File: src/rtl/seg_pkg.sv
// Shared definitions for the seven-segment scanner: hex glyph table,
// decode helper and inactive output levels.
package seg_pkg;

  // Active-high g..a patterns; element 0 (rightmost) is the glyph for 0.
  localparam logic [15:0][6:0] SEG_TABLE = {
    7'h71, 7'h79, 7'h5E, 7'h39, 7'h7C, 7'h77, 7'h6F, 7'h7F,
    7'h07, 7'h7D, 7'h6D, 7'h66, 7'h4F, 7'h5B, 7'h06, 7'h3F
  };

  localparam logic [7:0] ALL_OFF_ACTIVE_LOW  = 8'hFF;
  localparam logic [7:0] ALL_OFF_ACTIVE_HIGH = 8'h00;

  function automatic logic [6:0] hex_to_seg(input logic [3:0] nibble);
    return SEG_TABLE[nibble];
  endfunction

  function automatic logic [7:0] inactive_level(input logic active_low);
    return active_low ? ALL_OFF_ACTIVE_LOW : ALL_OFF_ACTIVE_HIGH;
  endfunction

endpackage

File: src/rtl/scan_prescaler.sv
// Slot/digit counters for the scanner: cnt counts clk cycles within a slot,
// idx selects the digit being scanned.
module scan_prescaler #(
  parameter int NUM_DIGITS   = 4,
  parameter int DIV          = 100000,
  parameter int BLANK_CYCLES = 256,
  localparam int CNT_W = $clog2(DIV),
  localparam int IDX_W = (NUM_DIGITS > 1) ? $clog2(NUM_DIGITS) : 1
) (
  input  logic             clk,
  input  logic             rst,
  output logic [IDX_W-1:0] idx_o,
  output logic             slot_end_o,
  output logic             frame_end_o,
  output logic             in_blank_o
);

  logic [CNT_W-1:0] cnt_q, cnt_d;
  logic [IDX_W-1:0] idx_q, idx_d;
  logic             last_digit;

  assign slot_end_o  = (cnt_q == CNT_W'(DIV - 1));
  assign last_digit  = (idx_q == IDX_W'(NUM_DIGITS - 1));
  assign frame_end_o = slot_end_o && last_digit;
  assign in_blank_o  = (int'(cnt_q) < BLANK_CYCLES);
  assign idx_o       = idx_q;

  always_comb begin
    cnt_d = slot_end_o ? '0 : cnt_q + CNT_W'(1);
    idx_d = idx_q;
    if (slot_end_o) idx_d = last_digit ? '0 : idx_q + IDX_W'(1);
  end

  // NOTE: state registers use non-blocking assignments so every flop samples
  // the pre-edge value of its neighbours, independent of block ordering.
  always_ff @(posedge clk or posedge rst) begin
    if (rst) begin
      cnt_q <= '0;
      idx_q <= '0;
    end else begin
      cnt_q <= cnt_d;
      idx_q <= idx_d;
    end
  end

endmodule

File: src/rtl/seven_seg_scanner.sv
// Time-multiplexed seven-segment controller with tear-free frame commit,
// anti-ghosting dead time and optional leading-zero blanking.
module seven_seg_scanner
  import seg_pkg::*;
#(
  parameter int NUM_DIGITS     = 4,
  parameter int DIV            = 100000,
  parameter int BLANK_CYCLES   = 256,
  parameter int AN_ACTIVE_LOW  = 1,
  parameter int SEG_ACTIVE_LOW = 1
) (
  input  logic                    clk,
  input  logic                    rst,
  input  logic [4*NUM_DIGITS-1:0] value,
  input  logic [NUM_DIGITS-1:0]   dp,
  input  logic [NUM_DIGITS-1:0]   digit_en,
  input  logic                    lz_blank,
  input  logic                    load,
  output logic [7:0]              seg,
  output logic [NUM_DIGITS-1:0]   an,
  output logic                    frame_tick
);

  localparam int IDX_W = (NUM_DIGITS > 1) ? $clog2(NUM_DIGITS) : 1;
  localparam logic [7:0]            SEG_OFF = inactive_level(SEG_ACTIVE_LOW != 0);
  localparam logic [NUM_DIGITS-1:0] AN_OFF  =
    NUM_DIGITS'(inactive_level(AN_ACTIVE_LOW != 0));

  if (NUM_DIGITS < 1 || NUM_DIGITS > 8) begin : g_bad_digits
    $error("seven_seg_scanner: NUM_DIGITS must be in 1..8");
  end
  if (DIV < 2) begin : g_bad_div
    $error("seven_seg_scanner: DIV must be >= 2");
  end
  if (BLANK_CYCLES >= DIV) begin : g_bad_blank
    $error("seven_seg_scanner: BLANK_CYCLES must be < DIV");
  end

  logic [IDX_W-1:0] idx;
  logic             slot_end, frame_end, in_blank;

  scan_prescaler #(
    .NUM_DIGITS  (NUM_DIGITS),
    .DIV         (DIV),
    .BLANK_CYCLES(BLANK_CYCLES)
  ) u_prescaler (
    .clk        (clk),
    .rst        (rst),
    .idx_o      (idx),
    .slot_end_o (slot_end),
    .frame_end_o(frame_end),
    .in_blank_o (in_blank)
  );

  logic [4*NUM_DIGITS-1:0] pend_val_q, pend_val_d, act_val_q, act_val_d;
  logic [NUM_DIGITS-1:0]   pend_dp_q, pend_dp_d, act_dp_q, act_dp_d;
  logic [NUM_DIGITS-1:0]   an_q, an_d, an_raw, lz_hide;
  logic [7:0]              seg_q, seg_d, seg_raw;
  logic                    frame_tick_q, all_zero, show;

  // A load on the boundary cycle bypasses pending so it is not lost a frame.
  always_comb begin
    pend_val_d = pend_val_q;
    pend_dp_d  = pend_dp_q;
    act_val_d  = act_val_q;
    act_dp_d   = act_dp_q;
    if (load) begin
      pend_val_d = value;
      pend_dp_d  = dp;
    end
    if (frame_end) begin
      act_val_d = load ? value : pend_val_q;
      act_dp_d  = load ? dp    : pend_dp_q;
    end
  end

  // NOTE: every output of this block gets a default first, so no latch is
  // inferred on the paths where a digit is hidden.
  always_comb begin
    lz_hide  = '0;
    all_zero = 1'b1;
    for (int i = NUM_DIGITS - 1; i >= 1; i--) begin
      all_zero   = all_zero && (act_val_q[4*i +: 4] == 4'h0);
      lz_hide[i] = lz_blank && all_zero;
    end
    show    = !in_blank && digit_en[idx] && !lz_hide[idx];
    an_raw  = '0;
    seg_raw = '0;
    if (show) begin
      an_raw[idx] = 1'b1;
      seg_raw     = {act_dp_q[idx], hex_to_seg(act_val_q[4*idx +: 4])};
    end
    an_d  = an_raw ^ AN_OFF;
    seg_d = seg_raw ^ SEG_OFF;
  end

  always_ff @(posedge clk or posedge rst) begin
    if (rst) begin
      pend_val_q   <= '0;
      pend_dp_q    <= '0;
      act_val_q    <= '0;
      act_dp_q     <= '0;
      an_q         <= AN_OFF;
      seg_q        <= SEG_OFF;
      frame_tick_q <= 1'b0;
    end else begin
      pend_val_q   <= pend_val_d;
      pend_dp_q    <= pend_dp_d;
      act_val_q    <= act_val_d;
      act_dp_q     <= act_dp_d;
      an_q         <= an_d;
      seg_q        <= seg_d;
      frame_tick_q <= frame_end;
    end
  end

  assign an         = an_q;
  assign seg        = seg_q;
  assign frame_tick = frame_tick_q;

  a_frame_on_slot_end: assert property (
    @(posedge clk) disable iff (rst) frame_end |-> slot_end);

endmodule

File: config.mk
export PLATFORM = sky130hd
export DESIGN_NAME = seven_seg_scanner
export DESIGN_NICKNAME = d
export VERILOG_FILES = /design/src/rtl/seg_pkg.sv /design/src/rtl/scan_prescaler.sv /design/src/rtl/seven_seg_scanner.sv
export SDC_FILE = /design/constraint.sdc
export NUM_CORES = 1
export LEC_CHECK = 0
export CELL_PAD_IN_SITES_DETAIL_PLACEMENT = 1
export CELL_PAD_IN_SITES_GLOBAL_PLACEMENT = 1
export CORE_UTILIZATION = 30
export CTS_CLUSTER_DIAMETER = 120
export DETAILED_ROUTE_END_ITERATION = 7
export PLACE_DENSITY_LB_ADDON = 0.1
export SETUP_SLACK_MARGIN = 0.3
export SLEW_MARGIN = 25
export SYNTH_ARGS = -nofsm -noshare
export SYNTH_HDL_FRONTEND = slang
export SYNTH_SLANG_ARGS = --single-unit
File: constraint.sdc
create_clock -name clk -period 3.03 [get_ports clk]
set_input_delay 0.4545 -clock clk [delete_from_list [all_inputs] [get_ports clk]]
set_output_delay 0.4545 -clock clk [all_outputs]
set_load 0.1 [all_outputs]
Yosys cells after proc, flatten, opt, wreduce, memory -nomap -nowiden
Memory sizes are Yosys's and may differ from the RTL's.
Index checks and enable logic that the tools add are counted.
Storage, ports and cells
  flip-flop bits (word level): 72
  ROM bits: 112
  input port bits: 28
  memories kept: 1
Operators by class
  $add $sub $neg: 2
  magnitude comparators: 4
  equality and inequality tests: 2
  shift-type cells: 1
  muxes and demuxes: 15
  bitwise logic cells: 2
  reduce and logical (&&, ||, !) cells: 14
Memory list
  (no name shown): words 16, bits a word 7, rd ports 1, clocked after memory_dff 0, wr ports 0, RTL line seg_pkg.sv:15  | return SEG_TABLE[nibble];
Operators with widths (number)
  adder 17 x 1 -> 17 bit, second input constant: 1
  == test 17 bit, second input constant: 1
  < comparator 17 x 9 -> 1 bit, second input constant: 1
  two-way mux 17 bit: 1
  two-way mux 16 bit: 1
  indexed part select 16 x 5 -> 4 bit: 1
  logical NOT 4 bit: 3
  logical AND 1 bit: 9
  two-way mux 4 bit: 2
  two-way mux 8 bit: 1
  NOT 8 bit: 1
  two-way mux 7 bit: 1
  binary-select mux 1 bit (select 2 bit): 3
  < comparator 4 x 5 -> 1 bit, second input constant: 1
  two-way mux 1 bit: 4
  NOT 4 bit: 1
  < comparator 2 x 3 -> 1 bit, second input constant: 1
  adder 2 x 1 -> 2 bit, second input constant: 1
  demux 1 bit (select 2 bit): 1
  == test 2 bit, second input constant: 1
  >= comparator 2 x 1 -> 1 bit, second input constant: 1
  logical NOT 1 bit: 2
  two-way mux 2 bit: 1

Depth between registers and ports, before layout
Gate-level depths: netlist of the first run.
  word-level depth: 10
  mapped depth: 8
  mapped depth without buffers: 7

Hierarchy
A second synthesis of the first run with hierarchy kept.
Second synthesis, totals
  cell total of the unflattened synthesis: 243
  area, all modules: 3224.3 sq um
Modules (own cells, without submodules)
  seven_seg_scanner: instances 1, cells an instance 157, area each 2301.0 sq um, sequential area each 1341.3 sq um
  scan_prescaler: instances 1, cells an instance 86, area each 923.4 sq um, sequential area each 475.5 sq um

Worst setup path after synthesis of the first run
No wires, ideal clock.
  path type: reg2reg
  from: reg u_prescaler.idx_q[0] (netlist: u_prescaler.idx_o[0])
  to: reg seg_q[0] (netlist: seg[0])
  setup time: 79 ps
  arrival: 2024 ps
  data required time: 2951 ps
  setup slack: 927 ps
  cell stages (with the launch flop): 9
  clock period less this slack: 2103 ps
  path through: dfrtp_1 buf_2 mux4_2 inv_1 ha_1 mux2i_1 a21oi_1 a21oi_1 o21ai_0
On the way
  cells in the longest elaborated chain, start to end: 6
  elaborated cells on any way between the ends: 12
  classes of those cells: shift (1); mux (6); bitwise (1); reduce/logical (3); memory (1)
RTL lines
  from (decl): RTL line scan_prescaler.sv:19  | logic [IDX_W-1:0] idx_q, idx_d;
  from (signal assigned): RTL line scan_prescaler.sv:42  | idx_q <= idx_d;
  parallel branches: the longest is 4 deep, another holds memory read (16 x 7 bit)
  two-way mux 8 bit *: RTL line seven_seg_scanner.sv:89  | if (show) begin
  NOT 8 bit (no source line) *
  named net seg_d[0]: RTL line seven_seg_scanner.sv:58  | logic [7:0] seg_q, seg_d, seg_raw;
  to (signal assigned): RTL line seven_seg_scanner.sv:112  | seg_q <= seg_d;
  to (decl): RTL line seven_seg_scanner.sv:58
Mark *: on every way through the listed nets, which the timed path passes. The select of a mux whose other input is x is not followed.
A chain may end at the register's enable or synchronous reset.

Worst setup path after layout of the first run
Ends and elaborated chain as after synthesis.

==> impl_metrics.ini, run 1 <==
[outcome]
status = complete, no violations

[pwr]
power_density_nw_per_um2 = 463
p_leak_nw = 1.81
peakVddDrop_v = 0.000159

[placed_design]
hpwl_um = 4850
io_buffers = 40
preCtsSetupSlack_ps = 688
detailed_place.area_um2 = 3880
gp_congestion = 0.703

[global_routing]
grt_overflow_total = 0
grt_start_max_net_pins = 49
grt_pass1_vias = 2272
grtUsageTotal_pct = 13.7
grt_pass1_wl_um = 11900
antenna_found_initial = 0

[timing]
rsz0062_at_grt = no
fin_skew_ps = 10.4
final.min_clock_period_ps = 2370
max_freq_mhz = 422
finalCritPeriodShare_pct = 78.2
relSlewSlack_pct = 61.1
setup_viol = 0
maxSlewViolCount = 0
worstMarginPinSlew_ps = 582
setup_ws_ps = 660
finalHoldViolCount = 0
tns_ps = 0

[yosys]
synth_top_cell_by_area = dfrtp_1
syn-num-nets = 292
synth-edff-count = 0
synth_top_family_by_area = multiplexers
ys_seq_area_share_pct = 54.7
post-synth-top-count-cell = dfrtp_1
async_flop_share_pct = 100
syn_area_per_cell_um2 = 13.1
synth_area_leaders = dfrtp_1, dfstp_2, mux2_4
synthSimpleGateAreaFrac_pct = 9.34
synth-adder-area-share_pct = 4.14
synthDominantCellAreaShare_pct = 45.2
ys_warn_count = 0
syn_area_um2 = 3320
synth.area.mux_share_pct = 21.2
synth_cells = 253
ys.flop_type = dfrtp_1
synth_cell_type_count = 36
synth_compound_area_share_pct = 3.92
netlist_top_cells_count = dfrtp_1, mux2_2, mux2_4, nand2_1, nor2_1
synth-seq-cells = 72
synth_xor_area_share_pct = 3.95

[layout]
n_antenna_cell = 0
layout.nets = 341
final_area_um2 = 4060
layout-drive-gt1-share_pct = 31.9
syn_to_final_growth_pct = 22.1

[critical_path]
path_class = flip-flop to flip-flop
reg2reg_slack_ps = 660
critPathBufInv = 1
start_kind = flip-flop
worstPathRequired_ps = 3290
arrival_ps = 2630
critPathCaptureType = flip-flop
cp_max_fo = 9
cpPeakStageDelay_ps = 650
cp-startpoint = u_prescaler.idx_o[0]
slowest_stage = mux4_2
cp_common_cell = a21oi_1
path_cells = mux4_2, inv_1, ha_1, mux2i_1, a21oi_1, a21oi_1, o21ai_0
cp_top_family = multiplexers
reg2reg_from = u_prescaler.idx_o[0]

[job]
maxCapViolCount = 0

[floorplanning]
ios = 41
start_util_pct = 30.8
die_h_um = 107
fp.dieW_um = 107
fp-row-count = 38
core_area_um2 = 10800
die-area_um2 = 11500

[routing]
via_per_inst = 4.64
ant_nets = 0
drcViolationCount = 0
routedWlPerCell_um = 15.5
drt_pass1_iterations = 4
drt_iter0_drc = 61
wirelength_um = 6940
dr_total_vias = 2073

[clock_tree]
clkTransAtPathRegs_ps = 80
cts-resized-gates = 0
numClockSinks = 72
clock_path_buffers = 2
cts_hold_buf = 0
cts_buffers = 9
h-tree-depth = 3
cts_setup_buffers = 0
clock_latency_ps = 350
cts_tree = done
clock-root-buffer = clkbuf_8

[min_path]
min_path_type = input pin to async pin
state kept, by name (all words and copies together) (netlist names):
register           count
u_prescaler.cnt_q     17
act_val_q             16
pend_val_q            16
seg                    8
act_dp_q               4
an                     4
pend_dp_q              4
u_prescaler.idx_o      2
frame_tick             1
layout by cell type, fill, tap and decap left out, drive strengths merged, types with 2 or more instances in the layout:
master,n
o221ai,2
nand2,18
mux4,4
nand4,5
a21oi,5
clkdlybuf4s50,27
o21ai,5
ha,11
dfrtp,60
nor4,6
inv,12
buf,20
dfstp,12
xor2,5
clkinvlp,3
clkbuf,9
clkinv,2
mux2,43
nand3,9
nor2,16
nor3,2
o211ai,3
xnor2,10
mux2i,6
routing by layer:
layer	share of wire (%)	GRT usage (%)	wire, um
met5	0	0	0
met4	1.2	4.99	80
met3	3.2	3.65	219
met2	48	21.4	3320
met1	48	18.3	3320
metrics by stage:
step	std cells	util [%]	hold WS (ps)	power (mW)
after floorplan	253	-	446	1.13
after global placement	431	35.9	462	1.20
after detailed placement	431	35.9	472	1.21
after CTS	447	37.6	483	1.92
after global routing	447	37.6	516	1.97
final	447	37.6	479	1.88
where the power goes:
part           internal [mW]  switching [mW]
clock                  0.302           0.390
sequential              1.00          0.0170
combinational         0.0942          0.0718
kinds of logic (layout without fill, tap and decap cells):
| family | count (synthesis) | in the layout |
|---|---|---|
| buf+inv | 19 | 73 |
| simple gates | 63 | 63 |
| compound gates | 20 | 20 |
| fa+ha+maj | 11 | 11 |
| xor+xnor | 15 | 15 |
| flops | 72 | 72 |
| mux | 53 | 53 |
cell type report:
cell class              instances  area [um^2]
clock inverters                 7         53.8
well taps                     140          175
inverters                      10         37.5
repair buffers                 47          433
fillers                      1144         6740
clock buffers                   9          124
flip-flops and latches         72         1820
multi-input cells             162         1420
worst paths after layout:
path	end	cells after the start
max	seg[0]	7
min	pend_dp_q[1]	2
max reg2reg	seg[0]	7
min reg2reg	u_prescaler.cnt_q[4]	1
max in group asynchronous	seg[1]	3
min in group clk	u_prescaler.cnt_q[4]	1
No activity file was read; power rests on OpenSTA's default activity.
==> run 2: changes to the inputs <==
Clock period 3.03 ns to 2.15 ns, I/O delays scaled along.
==> impl_metrics.ini, run 2 (synthesis results as in run 1) <==
[layout]
n_fill_cell = 1151
syn_to_final_growth_pct = 35.9
multi_input_area_um2 = 1550
layout.nets = 368
final_area_um2 = 4510
regMostFlops = u_prescaler.cnt_q
mostFrequentLayoutCells = dfrtp_1, buf_4, clkdlybuf4s50_1
top_regs = u_prescaler.cnt_q (17), act_val_q (16), pend_val_q (16)
largest_register_ff_count = 17
n_antenna_cell = 0
mostFrequentLayoutCell = dfrtp_1
regArea_um2 = 1820
final_core_utilization_pct = 41.8
layout-drive-gt1-share_pct = 43.1

[critical_path]
critPathBufInv = 1
reg2regPathDepth = 6
worstPathRequired_ps = 2370
path_class = flip-flop to flip-flop
r2r-end = act_val_q[1]
reg2reg_slack_ps = 150
cp-startpoint = u_prescaler.cnt_q[11]
crit_end = act_val_q[1]
critPathCaptureType = flip-flop
cp_top_family = simple AND/OR/NAND/NOR gates
path_cells = or4_4, nor2_4, and4_4, buf_12, nand2_8, mux2_4
cpPeakStageDelay_ps = 560
cp.depth = 6
arrival_ps = 2230
reg2reg_from = u_prescaler.cnt_q[11]
cp_max_fo = 6
start_kind = flip-flop
slowest_stage = or4_4

[floorplanning]
fp.dieW_um = 107
start_util_pct = 30.8
core_area_um2 = 10800
fp-row-count = 38
die_h_um = 107
ios = 41
die-area_um2 = 11500

[global_routing]
antenna_found_initial = 0
grt_start_max_net_pins = 73
grt_pass1_vias = 2361
grtUsageTotal_pct = 14.8
grt_pass1_wl_um = 12700
grt_overflow_total = 0

[pwr]
peakVddDrop_v = 0.000316
seqPwrFrac_pct = 49.5
clkPwrFrac_pct = 41.6
cell_internal_pwr_mw = 2.22
swShare_pct = 23.5
p_leak_nw = 1.97
power_density_nw_per_um2 = 643
power_frac_comb_pct = 9.0
power.switching_mw = 0.682

[routing]
via_per_inst = 4.71
dr_total_vias = 2233
routedWlPerCell_um = 16.4
ant_nets = 0
wirelength_um = 7770
drcViolationCount = 0
drt_pass1_iterations = 4
drt_iter0_drc = 34

[placed_design]
hpwl_um = 4980
io_buffers = 40
detailed_place.area_um2 = 3950
gp_congestion = 0.730
preCtsSetupSlack_ps = 55.3

[clock_tree]
clock-root-buffer = clkbuf_8
cts_buffers = 9
clkTransAtPathRegs_ps = 80
cts_hold_buf = 0
h-tree-depth = 3
numClockSinks = 72
clock_path_buffers = 2
clock_latency_ps = 350
cts_tree = done

[min_path]
min_path_type = input pin to async pin

[timing]
worstMarginPinSlew_ps = 517
relSlewSlack_pct = 65.4
tns_ps = 0
finalCritPeriodShare_pct = 93.1
final.min_clock_period_ps = 2000
rsz0062_at_grt = yes
setup_ws_ps = 149
fin_skew_ps = 10.5
setup_viol = 0
maxSlewViolCount = 0
finalHoldViolCount = 0
max_freq_mhz = 500

[job]
maxCapViolCount = 0

[outcome]
status = complete, no violations
[run 2: cell types whose count changed in the layout (fill, tap and decap cells not counted), sizes merged]
cell	change
nand2	+2
inv	-3
buf	+25
clkbuf	+1
clkinvlp	+1
bufinv	+2
clkinv	-1
[run 2: final cells by class]
class	instances	share of cell area (%)
clock buffers	10	2.83
clock inverters	6	2.05
inverters	10	1.05
multi-input cells	164	34.3
flip-flops and latches	72	40.3
well taps	140	3.88
repair buffers	72	15.6
[run 2: what timing repair did]
action	CTS	global route
gates cloned	2	0
buffers inserted	16	4
gates resized for setup	12	26
pin swaps	7	3
setup endpoints to repair	23	44
[run 2: how the worst min path moves through the flow]
stage / end / slack, ps / cells after the start
after floorplan: u_prescaler.cnt_q[4] / 450 / 1
after global placement: u_prescaler.cnt_q[4] / 460 / 1
after detailed placement: u_prescaler.cnt_q[4] / 470 / 1
after CTS: pend_dp_q[0] / 430 / 3
after global routing: pend_dp_q[0] / 450 / 3
final: pend_dp_q[0] / 410 / 3
[run 2: through the flow]
step | cells | hold WS, ps | total power [mW]
global route | 474 | 451 | 3.04
global placement | 436 | 460 | 1.71
floorplan | 253 | 446 | 1.60
detailed placement | 436 | 468 | 1.71
finish | 474 | 414 | 2.90
CTS | 470 | 430 | 2.95
[run 2: power by group through the flow]
stage	sequential (mW)	combinational (mW)	clock, mW
CTS	1.44	0.258	1.25
floorplan	1.45	0.151	0
finish	1.43	0.260	1.21
global route	1.44	0.288	1.31
detailed placement	1.46	0.251	0
global placement	1.46	0.247	0
[run 2: per-layer routing]
metal  vias to the layer above  part of all wire (%)  GRT usage, %
met4                         0                   1.1          4.70
met1                      1147                    46          19.6
met5                         -                     0             0
li1                       1049                     -             -
met3                         6                   3.1          3.59
met2                        31                    50          23.9
[run 2: worst reg2reg max path, stage by stage (launching register included)]
cell	delay [ps]
dfrtp_1	380
or4_4	560
nor2_4	120
and4_4	290
buf_12	140
nand2_8	80
mux2_4	320
==> run 3: changes to the inputs <==
Settings changed: CAP_MARGIN set to 30, CORE_UTILIZATION 30 to 41.
==> impl_metrics.ini, run 3 (synthesis results as in run 1) <==
[layout]
layout-drive-gt1-share_pct = 42.7
mostFrequentLayoutCell = dfrtp_1
mostFrequentLayoutCells = dfrtp_1, buf_4, clkdlybuf4s50_1
regMostFlops = u_prescaler.cnt_q
n_antenna_cell = 0
syn_to_final_growth_pct = 32.7
layout.nets = 364
multi_input_area_um2 = 1570
final_cells = 432
largest_register_ff_count = 17
top_regs = u_prescaler.cnt_q (17), act_val_q (16), pend_val_q (16)
n_fill_cell = 802
regArea_um2 = 1820

[floorplanning]
die-area_um2 = 8470
fp-row-count = 32
ios = 41
fp.dieW_um = 92.0
die_h_um = 92.0
core_area_um2 = 7770
start_util_pct = 42.8

[critical_path]
cp_max_fo = 10
r2r-end = act_val_q[8]
cp-startpoint = u_prescaler.cnt_q[12]
reg2regPathDepth = 5
critPathCaptureType = flip-flop
reg2reg_from = u_prescaler.cnt_q[12]
reg2reg_slack_ps = 180
worstPathRequired_ps = 2380
start_kind = flip-flop
arrival_ps = 2200
path_class = flip-flop to flip-flop

[timing]
worstMarginPinSlew_ps = 572
setup_ws_ps = 184
finalHoldViolCount = 0
fin_skew_ps = 6.30
rsz0062_at_grt = yes
max_freq_mhz = 509
setup_viol = 0
finalCritPeriodShare_pct = 91.4
relSlewSlack_pct = 61.5
maxSlewViolCount = 0
final.min_clock_period_ps = 1970
tns_ps = 0

[min_path]
min_path_type = input pin to async pin

[placed_design]
dp.cells = 396
preCtsSetupSlack_ps = 65.5
hpwl_um = 4480
gp_congestion = 0.755
io_buffers = 40

[routing]
routedWlPerCell_um = 17.2
ant_nets = 0
via_per_inst = 5.10
dr_total_vias = 2202
drcViolationCount = 0
drt_pass1_iterations = 4
wirelength_um = 7410
drt_iter0_drc = 89

[clock_tree]
cts_buffers = 9
cts_hold_buf = 0
clock-root-buffer = clkbuf_8
numClockSinks = 72
clkTransAtPathRegs_ps = 70
clock_latency_ps = 350
cts_tree = done
h-tree-depth = 3
clock_path_buffers = 2

[global_routing]
antenna_found_initial = 0
grtUsageTotal_pct = 18.7
grt_overflow_total = 0
grt_pass1_vias = 2317
grt_pass1_wl_um = 11900
grt_start_max_net_pins = 73

[pwr]
power_density_nw_per_um2 = 661
p_leak_nw = 1.93
power.total_mw = 2.92
peakVddDrop_v = 0.000317

[outcome]
status = complete, no violations

[job]
maxCapViolCount = 0
-- run 3: cell count changes in the layout (fill, tap and decap cells not counted), moves of 2 or more --
cell	before	now
buf_12	5	2
buf_4	33	35
buf_6	5	3
clkbuf_8	9	11
clkinvlp_4	4	2
inv_2	2	0
mux2i_1	6	4
mux2i_2	0	2
-- run 3: report_power, final --
group / switching (mW) / leakage (nW) / internal, mW / total (mW)
Sequential: 0.0238 / 0.880 / 1.41 / 1.43
Combinational: 0.115 / 0.937 / 0.149 / 0.264
Clock: 0.500 / 0.114 / 0.717 / 1.22
-- run 3: area by class of cell --
class,count,area share (%)
repair buffers,68,14.1
flip-flops and latches,72,41.3
inverters,10,1.14
well taps,102,2.90
clock inverters,3,1.48
multi-input cells,164,35.5
clock buffers,13,3.60
-- run 3: per-layer routing --
metal	up-vias	GRT usage, %	share of wire (%)
met5	-	0	0
met4	0	7.42	1.1
met3	6	4.31	3.1
met2	33	30.7	51
met1	1131	24.0	45
li1	1032	-	-
-- run 3: timing repair --
action | in CTS | in global routing
endpoints found under the setup margin | 26 | 43
cloned | 3 | 0
buffers inserted | 12 | 5
pin swaps | 2 | 8
endpoints found under the hold margin | 0 | 0
resized for setup | 9 | 26
-- run 3: worst max-delay path by stage --
stage / slack [ps] / cells after the start / endpoint
after floorplan: 260 / 6 / act_dp_q[0]
after global placement: 160 / 7 / seg[0]
after detailed placement: 70 / 5 / act_dp_q[1]
after CTS: 210 / 5 / act_dp_q[1]
after global routing: 130 / 6 / seg[0]
final: 180 / 5 / act_val_q[8]
-- run 3: critical path, stage by stage, from the launching register on --
cell,delay [ps]
dfrtp_1,390
or4_4,550
nor2_4,130
and4_4,340
nand2_8,130
mux2_4,320
-- run 3: per-stage QoR --
step                hold slack (ps)  instance area (um^2)  util, %
finish                          422                  4410     56.7
global route                    477                  4410     56.7
CTS                             440                  4280     55.1
detailed placement              468                  3880     50.0
global placement                461                  3880     50.0
floorplan                       446                  3350        -
